### config.mk
export PLATFORM = sky130hd
export DESIGN_NAME = mem_write_bus
export DESIGN_NICKNAME = d
export VERILOG_FILES = /design/src/rtl/mem_write_bus.sv
export SDC_FILE = /design/constraint.sdc
export NUM_CORES = 1
export LEC_CHECK = 0
export CAP_MARGIN = 10
export CORE_AREA = 2 2 212 214
export CTS_CLUSTER_DIAMETER = 60
export DETAILED_ROUTE_END_ITERATION = 16
export DIE_AREA = 0 0 214 216
export SLEW_MARGIN = 10
export SYNTH_ARGS = -nofsm -noshare
export SYNTH_HDL_FRONTEND = slang
export SYNTH_SLANG_ARGS = --single-unit
### constraint.sdc
create_clock -name clk -period 4.2 [get_ports clk]
set_clock_uncertainty 0.1 [all_clocks]
set_input_delay 0.84 -clock clk [delete_from_list [all_inputs] [get_ports clk]]
set_output_delay 0.84 -clock clk [all_outputs]
set_load 0.01 [all_outputs]
### src/rtl/mem_write_bus.sv
// Write-side bank bus for the two dual-port data memories.
// Result writes are queued in an in-order FIFO and retired one per cycle
// to their bank whenever that bank's port carries no read.
module mem_write_bus #(
  parameter int unsigned ADDR_WIDTH = 12,
  parameter int unsigned DEPTH      = 4,
  parameter int unsigned STARVE_LIM = 8
) (
  input  logic                      clk,
  input  logic                      rst,
  input  logic                      wr_valid,
  output logic                      wr_ready,
  input  logic [ADDR_WIDTH+1:0]     wr_addr,
  input  logic                      wr_bia,
  input  logic [63:0]               wr_data,
  input  logic [3:0]                bank_rd_busy,
  output logic [3:0]                bank_we,
  output logic [4*ADDR_WIDTH-1:0]   bank_waddr,
  output logic [255:0]              bank_wdata,
  output logic [$clog2(DEPTH):0]    wr_count,
  output logic                      wr_empty,
  output logic                      wr_prio
);

  localparam int unsigned AW = ADDR_WIDTH;
  localparam int unsigned FW = ADDR_WIDTH + 2;
  localparam int unsigned PW = $clog2(DEPTH);
  localparam int unsigned CW = PW + 1;
  localparam int unsigned SW = $clog2(STARVE_LIM + 1);
  localparam logic [CW-1:0] FULL = CW'(DEPTH);
  localparam logic [SW-1:0] LIM  = SW'(STARVE_LIM);

  logic [FW-1:0] r_addr [DEPTH];
  logic [63:0]   r_data [DEPTH];
  logic [PW-1:0] r_wptr;
  logic [PW-1:0] r_rptr;
  logic [CW-1:0] r_count;
  logic [SW-1:0] r_starve;
  logic          r_prio;

  logic          w_push;
  logic          w_pop;
  logic          w_head_vld;
  logic          w_head_blk;
  logic [FW-1:0] w_eff;
  logic [FW-1:0] w_head_addr;
  logic [1:0]    w_bank;
  logic [CW-1:0] w_count_nxt;
  logic [SW-1:0] w_starve_nxt;

  // Ready depends only on the registered count, so a full FIFO never pushes through.
  assign wr_ready    = !rst && (r_count < FULL);
  assign w_push      = wr_valid && wr_ready;
  // bia increment applies to bank+word as one field, so a word carry moves to the next bank.
  assign w_eff       = wr_addr + FW'(wr_bia);

  // Head is suppressed during reset so no pending entry is issued on the reset cycle.
  assign w_head_vld  = !rst && (r_count != '0);
  assign w_head_addr = r_addr[r_rptr];
  assign w_bank      = w_head_addr[FW-1:AW];
  assign w_head_blk  = bank_rd_busy[w_bank];
  assign w_pop       = w_head_vld && !w_head_blk;

  assign wr_count = r_count;
  assign wr_empty = (r_count == '0);
  assign wr_prio  = r_prio;

  // FIFO storage write
  always_ff @(posedge clk) begin
    if (w_push) begin
      r_addr[r_wptr] <= w_eff;
      r_data[r_wptr] <= wr_data;
    end
  end

  // Occupancy after this cycle's push/pop
  always_comb begin
    w_count_nxt = r_count;
    case ({w_push, w_pop})
      2'b10:   w_count_nxt = r_count + CW'(1);
      2'b01:   w_count_nxt = r_count - CW'(1);
      default: w_count_nxt = r_count;
    endcase
  end

  // Consecutive blocked cycles of the current head, saturating at the limit
  always_comb begin
    w_starve_nxt = r_starve;
    if (w_pop || !w_head_vld) begin
      w_starve_nxt = '0;
    end else if (r_starve != LIM) begin
      w_starve_nxt = r_starve + SW'(1);
    end
  end

  // Pointer, count, starvation and priority registers
  always_ff @(posedge clk) begin
    if (rst) begin
      r_wptr   <= '0;
      r_rptr   <= '0;
      r_count  <= '0;
      r_starve <= '0;
      r_prio   <= 1'b0;
    end else begin
      if (w_push) begin
        r_wptr <= r_wptr + PW'(1);
      end
      if (w_pop) begin
        r_rptr <= r_rptr + PW'(1);
      end
      r_count  <= w_count_nxt;
      r_starve <= w_starve_nxt;
      r_prio   <= (w_starve_nxt == LIM) && (w_count_nxt != '0);
    end
  end

  // Route the FIFO head onto its bank's slice; other slices stay zero
  always_comb begin
    bank_we    = '0;
    bank_waddr = '0;
    bank_wdata = '0;
    for (int unsigned b = 0; b < 4; b++) begin
      if (w_head_vld && (w_bank == 2'(b))) begin
        bank_we[b]               = !w_head_blk;
        bank_waddr[b*AW +: AW]   = w_head_addr[AW-1:0];
        bank_wdata[b*64 +: 64]   = r_data[r_rptr];
      end
    end
  end

endmodule
# --- Yosys cells after proc, flatten, opt, wreduce, memory -nomap -nowiden ---
# Memory sizes are Yosys's and may differ from the RTL's. A register that Yosys moved wholly into a read port is not among the register bits.
# Cells that the tools add are included.
classes:
  add_sub_neg: 6
  magnitude_cmp: 2
  eq_ne: 7
  n_mux: 23
  reduce_logical: 17
ops:
  columns: ["cell", "n"]
  rows:
  - ["$mux W64", 4]
  - ["$mux W12", 4]
  - ["$add A14 B1 Y14", 1]
  - ["$logic_and A1 B1 Y1", 9]
  - ["$mux W2", 4]
  - ["$mux W4", 2]
  - ["$mux W1", 7]
  - ["$eq A2 B2 Y1 const B", 3]
  - ["$pmux W3 S2", 1]
  - ["$reduce_bool A3 Y1", 2]
  - ["$add A2 B1 Y2 const B", 2]
  - ["$add A4 B1 Y4 const B", 1]
  - ["$eq A2 B1 Y1 const B", 2]
  - ["$eq A4 B4 Y1 const B", 1]
  - ["$ne A4 B4 Y1 const B", 1]
  - ["$add A3 B1 Y3 const B", 1]
  - ["$logic_not A1 Y1", 3]
  - ["$logic_not A3 Y1", 1]
  - ["$lt A2 B3 Y1 const B", 1]
  - ["$lt A3 B3 Y1 const B", 1]
  - ["$sub A3 B1 Y3 const B", 1]
  - ["$bmux W1 S2", 1]
  - ["$logic_not A2 Y1", 1]
  - ["$logic_or A1 B1 Y1", 1]
word_totals:
  ff_bits: 12
  mem_bits_rw: 312
  in_bits: 86
  output_inout_bits: 314
  word_cells: 62
  memories: 2
mem_list:
  columns: ["name", "depth", "width", "rd", "rd_ports_with_merged_regs", "wr", "line_no", "rtl"]
  rows:
  - ["r_data", 4, 64, 1, 1, 1, "34", "logic [63:0] r_data [DEPTH];"]
  - ["r_addr", 4, 14, 1, 1, 1, "33", "logic [FW-1:0] r_addr [DEPTH];"]

# --- Depth between registers and ports, before layout ---
logic_depth:
  depth_word: 8
  ltp_mapped: 13
  mapped_depth_nobuf: 11

# --- Worst setup path after synthesis ---
# No wires, ideal clock.
synth_timing:
  path_kind: "input to register"
  start: "input rst"
  end: "memory r_addr[0][0] in the netlist's numbering, enable pin"
  setup_time_ps: 445
  arrival_time_ps: 3264
  required_time_ps: 3655
  setup_slack_ps: 390
  stages: 3
  n_path_buf: 1
  path_cell_list: "clkbuf_1 > nor2_1 > and3_1"
synth_between:
  elab_chain_len: 5
synth_lines:
  columns: ["item", "line_no", "rtl"]
  rows:
  - ["from (decl)", "10", "input logic rst,"]
  - ["$logic_not A1 Y1", "52", "assign wr_ready = !rst && (r_count < FULL);"]
  - ["$logic_and A1 B1 Y1", "52", null]
  - ["net wr_ready", "12", "output logic wr_ready,"]
  - ["$logic_and A1 B1 Y1", "53", "assign w_push = wr_valid && wr_ready;"]
  - ["$mux W1", "70", "if (w_push) begin"]
  - ["$mux W1 (not written as such)", "71", "r_addr[r_wptr] <= w_eff;"]
  - ["to (decl)", "33", null]
# The timed path passes the listed nets, and every way through them passes these cells.

==> reports/results.ini <==
[timing]
tns_ns = 0
hold_viol = 0
slew_violations = 0
fmax_mhz = 253
setup_viol = 0
slew_headroom_pct = 47.9
whs_ns = 0.393
fin_crit_ns = 3.96
grt_setup_unrepaired = false
fin_crit_sh_pct = 94.2
worst_pin_slew_ns = 0.782

[grt]
grt-ovfl-total = 0
antenna_found_initial = 1
track_usage_pct = 15.4
grt_pass1_wl_mm = 55.4
grt_pass1_vias = 9191
grt_max_degree = 85

[logic_synthesis]
synth_largest_area_cell = edfxtp_1
ys_seq_area_share_pct = 67.5
synth_fp_nets = 978
synth_warnings = 0
syn_inst = 882
avgSynthCellArea_um2 = 16.2
synth-seq-cells = 326
syn_area_mm2 = 0.0143
synth-main-ff-cell = edfxtp_1
yosys-top-cells-area = edfxtp_1 (66%), mux4_2 (12%), and3_1 (7.1%)
synth.top_cell.area_share_pct = 65.5
synth_cell_types = 33
synth-edff-count = 312
synthArstFlopShare_pct = 0

[route]
via_per_inst = 4.69
highest_layer = met5
wl_per_cell_um = 19.3
drt-met1-wl_mm = 15.5
vias = 8860
postRouteAntennaNets = 0
route.met3.wl_mm = 2.04
totalWireLength_mm = 36.5
drt-initial-drc-count = 420
route.detailed.drc = 0
drtPass1Iterations = 4
met2_length_mm = 18.4

[floorplanning]
die_h_um = 216
rows = 77
die_w_um = 214
coreArea_mm2 = 0.0438
die-area_mm2 = 0.0462
start_util_pct = 32.6
boundaryPins = 400

[clocking]
ctsHoldBuffers = 0
post_cts_buffers = 0
htree_levels = 2
cts_tree = built
clkTransAtPathRegs_ns = 0.06
cts_resized = 0
cts_buffers = 37
clockBufferDepth = 3
clock-sinks = 326
cts_root_buf = clkbuf_16
clk_latency_ns = 0.49

[worst_setup_path]
worst-setup-path-type = register to output pin
cp.arrival_ns = 3.02
slowest_delay_ns = 0.66
regToRegSetupSlack_ns = 0.77
r2r_end = wr_prio$_SDFF_PP0_
cp-end-kind = output pin
worstPathCellList = mux4_2 > inv_2 > buf_4 > nor2_4 > buf_12 > and2_1 > clkdlybuf4s50_1
start_kind = register
reg2reg_depth = 11
worst_path_max_delay_cell = mux4_2
required_ns = 3.26
cp_max_fo = 42
cp-endpoint = bank_wdata[230]

[power_and_ir_drop]
cellLeakagePower_nw = 7.19
ir_drop_mv = 0.206
power_density_mw_per_mm2 = 411

[hold_path]
hold_path_class = register to register

[placement]
numPortBuffers = 399
gp_congestion = 0.744
dp_hpwl_mm = 23.8

[layout]
fin_nets = 1369
mostFrequentLayoutCells = clkdlybuf4s50_1 (399), edfxtp_1 (312), and3_1 (158), and2_1 (154), mux4_2 (78)
diodes = 0
drive_gt1_share_pct = 12.7
synthToLayoutAreaGrowth_pct = 42.5
layout_commonest_cell = clkdlybuf4s50_1

[run]
drv_cap = 0

[run_status]
status = complete, no violations

[Yosys cell counts, types with 2 or more instances]
| cell type | count |
|---|---|
| edfxtp_1 | 312 |
| nor3_1 | 3 |
| mux4_2 | 78 |
| dfxtp_1 | 14 |
| ha_1 | 9 |
| and2_1 | 154 |
| and3_1 | 162 |
| a21oi_1 | 5 |
| o21ai_0 | 2 |
| mux2i_1 | 4 |
| buf_1 | 2 |
| nor2_1 | 13 |
| inv_1 | 9 |
| buf_2 | 6 |
| clkbuf_1 | 57 |
| nor3_2 | 2 |
| xor2_1 | 6 |
| xnor2_1 | 11 |
| nand2_1 | 10 |
| or3_1 | 2 |
| nand3_1 | 6 |
| nand2b_1 | 2 |
| nor3b_1 | 3 |
[report_power, final]
| group | total, mW | internal, mW | leakage [nW] | switching, mW |
|---|---|---|---|---|
| Sequential | 3.71 | 3.68 | 2.95 | 0.0310 |
| Clock | 3.34 | 2.13 | 0.632 | 1.21 |
| Combinational | 1.34 | 0.640 | 3.61 | 0.700 |
| Total | 8.38 | 6.44 | 7.19 | 1.94 |
[logic make-up (layout without fill, tap and decap cells)]
group / after synthesis / after routing / share of synthesized area [%]
fa+ha+maj: 10 / 10 / 0.927
xor+xnor: 17 / 17 / 1.04
flops: 326 / 326 / 67.5
mux: 83 / 83 / 12.7
buf+inv: 77 / 494 / 2.16
compound gates: 10 / 10 / 0.420
simple gates: 359 / 359 / 15.3
[through the flow]
step	cells	setup slack, ns	utilization (%)	total power, mW	area (um2)
2_1_floorplan	882	0.390	-	4.50	14300
3_3_place_gp	1826	0.399	43.6	5.12	19100
3_5_place_dp	1826	0.332	43.6	5.14	19100
4_1_cts	1891	0.181	46.5	8.53	20400
5_1_grt	1891	0.0838	46.5	8.76	20400
6_report	1891	0.243	46.5	8.38	20400
[worst max-delay path, delay by kind of cell (launching register included)]
| kind | cells | cell delay [ns] |
|---|---|---|
| buf+inv | 4 | 1.13 |
| mux | 1 | 0.66 |
| flops | 1 | 0.39 |
| simple gates | 2 | 0.30 |
[state kept, by name, summed over array words and instances (netlist names), named ones only]
signal and flops:
wr_count 3, wr_prio 1, r_starve 4, r_addr 56, r_rptr 2, r_data 256
r_wptr 2
[final cells by class]
| class | count | area (um2) |
|---|---|---|
| Sequential cell | 326 | 9660 |
| Clock inverter | 21 | 298 |
| Clock buffer | 44 | 995 |
| Multi-Input combinational cell | 479 | 4380 |
| Timing Repair Buffer | 420 | 4280 |
| Fill cell | 3864 | 23500 |
| Tap cell | 592 | 741 |
| Inverter | 9 | 33.8 |
[worst min path at each step]
stage | slack (ns) | cells past startpoint | from | endpoint
after floorplan | 0.36 | 1 | r_rptr[0]$_SDFFE_PP0P_ | register
after global placement | 0.37 | 2 | r_rptr[1]$_SDFFE_PP0P_ | register
after detailed placement | 0.38 | 2 | r_rptr[1]$_SDFFE_PP0P_ | register
after CTS | 0.39 | 2 | r_rptr[1]$_SDFFE_PP0P_ | register
after global routing | 0.44 | 1 | r_rptr[0]$_SDFFE_PP0P_ | r_rptr[0]$_SDFFE_PP0P_
final | 0.39 | 2 | r_rptr[1]$_SDFFE_PP0P_ | register
[per-layer routing]
| layer | vias to the layer above | track usage [%] |
|---|---|---|
| met5 | - | 0 |
| met4 | 2 | 3.68 |
| met3 | 44 | 3.40 |
| met2 | 257 | 27.1 |
| met1 | 4398 | 19.2 |
| li1 | 4159 | - |
No activity file was read; power rests on OpenSTA's default activity.
